**src/rtl/vga_fb_arbiter.sv**
```systemverilog
// rtl/vga_fb_arbiter.sv - two-requester round-robin framebuffer write arbiter gated to vblank
//
// Purpose:
//   Serialises pixel writes from two requesters into a single framebuffer write
//   port. Each grant takes three cycles (IDLE -> ARB -> WRITE). Also produces a
//   start-of-vblank pulse and a per-frame write count.
//
// Configuration:
//   FB_BLANK_ONLY_EN  defined   : writes are only started while counterY >= V_ACTIVE
//                     undefined : writes may start on any line (tearing accepted)
//
// Ports:
//   clk, rst_n            pixel clock, synchronous active-low reset
//   counterY              current line from the sync generator
//   req0/1, addr0/1,
//   data0/1               write requests, held until acknowledged
//   ack0/1                one-cycle grant-complete pulses
//   fb_we, fb_addr,
//   fb_data               framebuffer write port
//   frame_tick            one-cycle pulse at the start of vertical blank
//   wr_count              saturating write count of the previous frame
module vga_fb_arbiter #(
  parameter int ADDR_W   = 13,
  parameter int DATA_W   = 12,
  parameter int V_ACTIVE = 480
) (
  input  logic              clk,
  input  logic              rst_n,
  input  logic [9:0]        counterY,
  input  logic              req0,
  input  logic              req1,
  input  logic [ADDR_W-1:0] addr0,
  input  logic [ADDR_W-1:0] addr1,
  input  logic [DATA_W-1:0] data0,
  input  logic [DATA_W-1:0] data1,
  output logic              ack0,
  output logic              ack1,
  output logic              fb_we,
  output logic [ADDR_W-1:0] fb_addr,
  output logic [DATA_W-1:0] fb_data,
  output logic              frame_tick,
  output logic [7:0]        wr_count
);

  localparam logic [9:0] LP_V_ACTIVE    = 10'(V_ACTIVE);
  localparam logic [9:0] LP_V_ACTIVE_M1 = 10'(V_ACTIVE - 1);

  typedef enum logic [1:0] {
    S_IDLE  = 2'd0,
    S_ARB   = 2'd1,
    S_WRITE = 2'd2
  } state_t;

  state_t            r_state;
  state_t            w_next;
  logic              w_load;
  logic              w_window;
  logic              w_any_req;
  logic              w_pick;
  logic              w_write;
  logic              r_last_served;
  logic              r_winner;
  logic [ADDR_W-1:0] r_fb_addr;
  logic [DATA_W-1:0] r_fb_data;
  logic [9:0]        r_prev_y;
  logic              r_frame_tick;
  logic [7:0]        r_wr_count;
  logic [7:0]        r_cnt;

`ifdef FB_BLANK_ONLY_EN
  assign w_window = (counterY >= LP_V_ACTIVE);
`else
  assign w_window = 1'b1;
`endif

  assign w_any_req = req0 | req1;
  // On a tie the requester that was not served last wins; otherwise the sole requester.
  assign w_pick    = (req0 && req1) ? ~r_last_served : req1;
  assign w_write   = (r_state == S_WRITE);

  always_comb begin
    w_next = r_state;
    w_load = 1'b0;
    case (r_state)
      S_IDLE: begin
        if (w_window && w_any_req) w_next = S_ARB;
      end
      S_ARB: begin
        // Requests are re-evaluated here so a dropped request or a closed window
        // abandons the grant before anything is written.
        if (w_window && w_any_req) begin
          w_load = 1'b1;
          w_next = S_WRITE;
        end else begin
          w_next = S_IDLE;
        end
      end
      S_WRITE: w_next = S_IDLE;
      default: w_next = S_IDLE;
    endcase
  end

  always_ff @(posedge clk) begin
    if (!rst_n) begin
      r_state       <= S_IDLE;
      r_last_served <= 1'b1;
      r_winner      <= 1'b0;
      r_fb_addr     <= '0;
      r_fb_data     <= '0;
    end else begin
      r_state <= w_next;
      if (w_load) begin
        r_winner  <= w_pick;
        r_fb_addr <= w_pick ? addr1 : addr0;
        r_fb_data <= w_pick ? data1 : data0;
      end
      if (w_write) r_last_served <= r_winner;
    end
  end

  // Vblank start is detected from the previous line value rather than from
  // counterY alone, so holding counterY at V_ACTIVE never retriggers the pulse.
  always_ff @(posedge clk) begin
    if (!rst_n) begin
      r_prev_y     <= '0;
      r_frame_tick <= 1'b0;
      r_wr_count   <= '0;
      r_cnt        <= '0;
    end else begin
      r_prev_y     <= counterY;
      r_frame_tick <= (r_prev_y == LP_V_ACTIVE_M1) && (counterY == LP_V_ACTIVE);
      if (r_frame_tick) begin
        r_wr_count <= r_cnt;
        r_cnt      <= {7'd0, w_write};
      end else if (w_write && (r_cnt != 8'hFF)) begin
        r_cnt <= r_cnt + 8'd1;
      end
    end
  end

  assign fb_we      = w_write;
  assign ack0       = w_write & ~r_winner;
  assign ack1       = w_write &  r_winner;
  assign fb_addr    = r_fb_addr;
  assign fb_data    = r_fb_data;
  assign frame_tick = r_frame_tick;
  assign wr_count   = r_wr_count;

endmodule
```
**config.mk**
```make
export PLATFORM = sky130hd
export DESIGN_NAME = vga_fb_arbiter
export DESIGN_NICKNAME = d
export VERILOG_FILES = /design/src/rtl/vga_fb_arbiter.sv
export SDC_FILE = /design/constraint.sdc
export NUM_CORES = 1
export LEC_CHECK = 0
export ABC_AREA = 1
export BUFFER_PORTS_ARGS = -buffer_cell sky130_fd_sc_hd__buf_4
export CORE_MARGIN = 4
export CORE_UTILIZATION = 43
export CTS_CLUSTER_DIAMETER = 80
export DETAILED_ROUTE_END_ITERATION = 7
export GPL_TIMING_DRIVEN = 0
export PLACE_DENSITY_LB_ADDON = 0.3
export SYNTH_ARGS = -nofsm -noshare
export SYNTH_HDL_FRONTEND = slang
export SYNTH_SLANG_ARGS = --single-unit
```
**constraint.sdc**
```tcl
create_clock -name clk -period 1.3 [get_ports clk]
set_input_delay 0.065 -clock clk [delete_from_list [all_inputs] [get_ports clk]]
set_output_delay 0.065 -clock clk [all_outputs]
set_load 0.005 [all_outputs]
```
# ---- Word level (Yosys, flattened, before mapping)
# Index checks and enable logic that the tools add are counted.
dict set report op_classes {
  n_addsub 1
  n_eq_ne 6
  n_mux 10
  n_bitwise 6
  n_reduce_logical 6
}
# operator n
set op_table {}
lappend op_table {{$eq 10x9->1 const B} 2}
lappend op_table {{$mux 13} 1}
lappend op_table {{$mux 12} 1}
lappend op_table {{$add 8x1->8 const B} 1}
lappend op_table {{$ne 8x8->1 const B} 1}
lappend op_table {{$mux 1} 5}
lappend op_table {{$mux 2} 2}
lappend op_table {{$pmux 2 s2} 1}
lappend op_table {{$logic_and 1x1->1} 3}
lappend op_table {{$not 1->1} 3}
lappend op_table {{$and 1x1->1} 2}
lappend op_table {{$eq 2x1->1 const B} 1}
lappend op_table {{$eq 2x2->1 const B} 1}
lappend op_table {{$logic_not 2->1} 1}
lappend op_table {{$ne 2x2->1 const B} 1}
lappend op_table {{$reduce_bool 2->1} 1}
lappend op_table {{$reduce_or 2->1} 1}
lappend op_table {{$or 1x1->1} 1}
dict set report totals {
  regBits 56
  inputBits 64
  output_inout_bits 37
}

# ---- Depth between registers and ports, before layout
dict set report depth {
  word_depth 4
  mapped_depth 8
}

# ---- Worst setup path after synthesis
# No wires, ideal clock.
dict set report synth_timing {
  kind {reg2reg}
  from {register r_cnt[1]}
  to {register r_cnt[7]}
  setup_ns 0.113
  t_arrival_ns 1.108
  t_required_ns 1.187
  slack_ns 0.079
  path_stages_with_launch 9
  n_path_buf 0
  period_less_slack_ns 1.221
  cell_sequence {dfxtp_1 ha_1 nand2_2 nor2_4 nand2_2 nand2_2 nor2_1 nor2_1 nor2_1}
}
dict set report synth_via {
  elab_chain_len 2
}
# element line_no
set synth_lines {}
lappend synth_lines {{from (decl)} 68} ;# logic [7:0] r_cnt;
lappend synth_lines {{from (signal assigned)} 134} ;# r_cnt <= {7'd0, w_write};
lappend synth_lines {{from (signal assigned)} 136} ;# r_cnt <= r_cnt + 8'd1;
lappend synth_lines {{branches (longest 2 deep; another with $add 8x1->8)} --}
# Several ways; the timed one is not identified.
# A chain may end at the register's enable or synchronous reset.

# ---- Worst setup path in the final report
dict set report layout_timing {
  from {register r_cnt[0]}
  to {register r_cnt[6]}
}
# Same word-level chain as after synthesis.

==> impl_metrics.csv <==
group,metric,value,unit
synthesis,synth_compound_area_frac,0.173,
power_and_ir_drop,pwr-share-clk,0.306,
synthesis,synth_xor_area_frac,0.00357,
synthesis,synth_nets,396,
sta,fin_crit_sh,0.963,
power_and_ir_drop,p_int,2.81,mW
power_and_ir_drop,switching_share,0.252,
global_routing,grt_overflow_total,0,
power_and_ir_drop,power-per-cell-area,965,mW/mm^2
synthesis,synth_warnings,0,
sta,rsz0062_at_grt,"yes",
floorplanning,io_pins,101,
worst_setup_path,crit_type,"reg -> reg",
clock_network,cts_tree,"built",
sta,fin_crit,1.25,ns
synthesis,yosys.area.top_type,"dfxtp_1",
synthesis,synth_area,0.00245,mm^2
floorplanning,fp.dieArea,0.00698,mm^2
worst_setup_path,cp-end-kind,"flop",
layout,seqCellArea,0.00113,mm^2
global_routing,grt_usage,0.197,
min_path,min_path_type,"in -> reg",
drt,totalWireLength,7030,um
global_routing,grt_pass1_wl,11500,um
floorplanning,die_y,83.6,um
floorplanning,die_x,83.6,um
global_routing,grt_pass1_vias,2592,
sta,drv_slew,0,
sta,slew_headroom,0.731,
sta,setup_ws,0.0477,ns
run_status,status,"completed",
synthesis,synthAdderAreaFrac,0.00510,
clock_network,cts.sinks,56,
layout,nNetsFinal,543,
flow_run,cap_violations,0,
sta,finalHoldViolCount,0,
synthesis,async_flop_share,0,
sta,fin_tns_setup,0,ns
power_and_ir_drop,power.leakage,1.82,nW
synthesis,synth.top_cell.area_share,0.457,
layout,fillers,444,
global_routing,antenna_found_initial,0,
worst_setup_path,cp_cell_sequence,"ha_4, nand2_2, nor2_4, nand2_4, nand3_1, nand2_1, nand2_1, nor2_1",
worst_setup_path,cp_data_required_time,1.51,ns
clock_network,clk_pin_slew,0.10,ns
synthesis,synth_cell_types,25,
power_and_ir_drop,p_sw,948,uW
worst_setup_path,crit_path_top_delay_cell,"dfxtp_4",
worst_setup_path,arrival,1.46,ns
clock_network,clock_latency,0.31,ns
placement,dpl.hpwl,4840,um
drt,drc,0,
floorplanning,initial_core_util,0.446,
drt,ant_nets,0,
drt,vias,2678,
synthesis,yosysMostFrequentCell,"nand2_1",
placement,gp_congestion,0.786,
clock_network,root_buffer,"clkbuf_8",
synthesis,ys_seq_area_frac,0.457,
floorplanning,rows,27,
layout,antenna-diode-count,0,
placement,place_ws,-0.0644,ns
global_routing,grt_max_degree,19,
drt,drt-initial-drc-count,113,
sta,max_freq,0.799,GHz
synthesis,synth.area.mux_share,0,
sta,tightest_slew,0.403,ns
synthesis,yosys.area_share.simple,0.280,
clock_network,htreeDepth,2,
layout,drive_above_1_share,0.353,
layout,multi_input_area,0.00119,mm^2
synthesis,synth_area_leaders,"dfxtp_1 (46%), nand2_1 (13%), nor2_1 (8.1%)",
clock_network,cts_buffers,5,
drt,dr.pass1.iters,4,
synthesis,syn_avg_cell_area,7.42,um^2
drt,avgRoutedWirePerCell,12.8,um
synthesis,synth_commonest_cells,"nand2_1 (82), dfxtp_1 (56), nor2_1 (53), inv_1 (21), a21oi_2 (19)",
synthesis,synth_top_family_by_area,"simple AND/OR/NAND/NOR gates",
placement,port_buffers,99,
synthesis,synth-edff-count,0,
sta,setup_viol,0,
synthesis,synth_seq_cells,56,
worst_setup_path,worst-path-max-fanout,8,
synthesis,synthFlopType,"dfxtp_1",
power_and_ir_drop,seq_power_share,0.495,
power_and_ir_drop,combPwrFrac,0.199,
floorplanning,core,0.00551,mm^2
worst_setup_path,worst_path_most_repeated_cell,"nand2_1",
worst_setup_path,cp-start-kind,"flop",
sta,fin_skew,0.00889,ns
synthesis,syn_inst,331,
layout,area_growth,58.6,%
power_and_ir_drop,ir_drop,676,uV
drt,viasPerCell,4.86,
worst_setup_path,slowest_delay,0.38,ns
clock_network,clockBufferDepth,2,
cell type report:
type | instances | area share
Sequential cell | 56 | 0.292
Inverter | 24 | 0.0244
Multi-Input combinational cell | 235 | 0.305
Clock inverter | 3 | 0.0122
Buffer | 15 | 0.0293
Clock buffer | 5 | 0.0177
Tap cell | 72 | 0.0231
Timing Repair Buffer | 141 | 0.296
flip-flops by register name, indices dropped and copies added, names as in the netlist:
name / cells
fb_addr: 13
fb_data: 12
frame_tick: 1
r_cnt: 8
r_last_served: 1
r_prev_y: 10
r_state: 2
r_winner: 1
wr_count: 8
final timing paths:
kind / endpoint / slack (ns) / from / cells after the start
setup / recovery: r_cnt[6] / 0.05 / r_cnt[0] / 8
setup reg to reg: r_cnt[6] / 0.05 / r_cnt[0] / 8
hold / removal: fb_addr[7] / 0.004 / addr0[7] / 3
hold reg to reg: r_state[0] / 0.45 / r_state[0] / 1
per-stage QoR:
stage	instances	cell area [um^2]	hold slack (ns)	utilization	power, mW
floorplan	331	2450	0.158	-	2.18
global placement	502	3290	0.255	0.597	2.50
detailed placement	502	3290	0.257	0.597	2.51
CTS	548	3810	0.00726	0.692	3.76
global route	551	3890	0.0172	0.707	3.93
finish	551	3890	0.00369	0.707	3.76
power by group through the flow:
stage	Clock [mW]	Sequential [mW]	Combinational, mW
detailed placement	0	1.89	0.620
floorplan	0	1.90	0.286
finish	1.15	1.86	0.747
global route	1.25	1.87	0.819
global placement	0	1.89	0.609
CTS	1.18	1.86	0.727
placed cells by master (no fill, tap or decap), drive strengths merged, types with 2 or more instances in the layout:
| cell | netlist | layout |
|---|---|---|
| nor2 | 55 | 55 |
| dfxtp | 56 | 56 |
| nand3 | 10 | 10 |
| nor4 | 2 | 2 |
| clkbuf | 4 | 9 |
| nand3b | 3 | 3 |
| o21ai | 35 | 35 |
| nand4 | 5 | 5 |
| inv | 24 | 24 |
| dlygate4sd3 | 0 | 33 |
| clkinv | 0 | 2 |
| buf | 12 | 119 |
| nor3 | 2 | 2 |
| a21oi | 34 | 34 |
| nand2 | 86 | 86 |
per-layer routing:
layer	global-route usage	wire (um)	up-vias	part of all wire
met3	0.0513	426	14	0.061
li1	-	-	1354	-
met4	0.0716	157	0	0.022
met2	0.341	3490	91	0.50
met1	0.236	2950	1219	0.42
met5	0	0	-	0
kinds of logic after synthesis:
logic type               count (synthesis)
AND/OR/NAND/NOR                        163
AO/OA/AOI/OAI                           70
flip-flops                              56
buffers and inverters                   40
XOR/XNOR                                 1
adder cells (fa/ha/maj)                  1
what timing repair did:
item                                   4_1_cts  5_1_grt
pin swaps                                    1        3
endpoints found under the hold margin       33        0
gates resized for setup                     10       21
setup endpoints to repair                   31       28
hold buffers                                33        0
buffers inserted                             5        4
worst max-delay path, delay by kind of cell (launching register included):
family	cells	cell delay, ns
adders and majority gates	1	0.14
DFF	1	0.38
and+or+nand+nor	7	0.63
(Power assumes the default switching activity.)
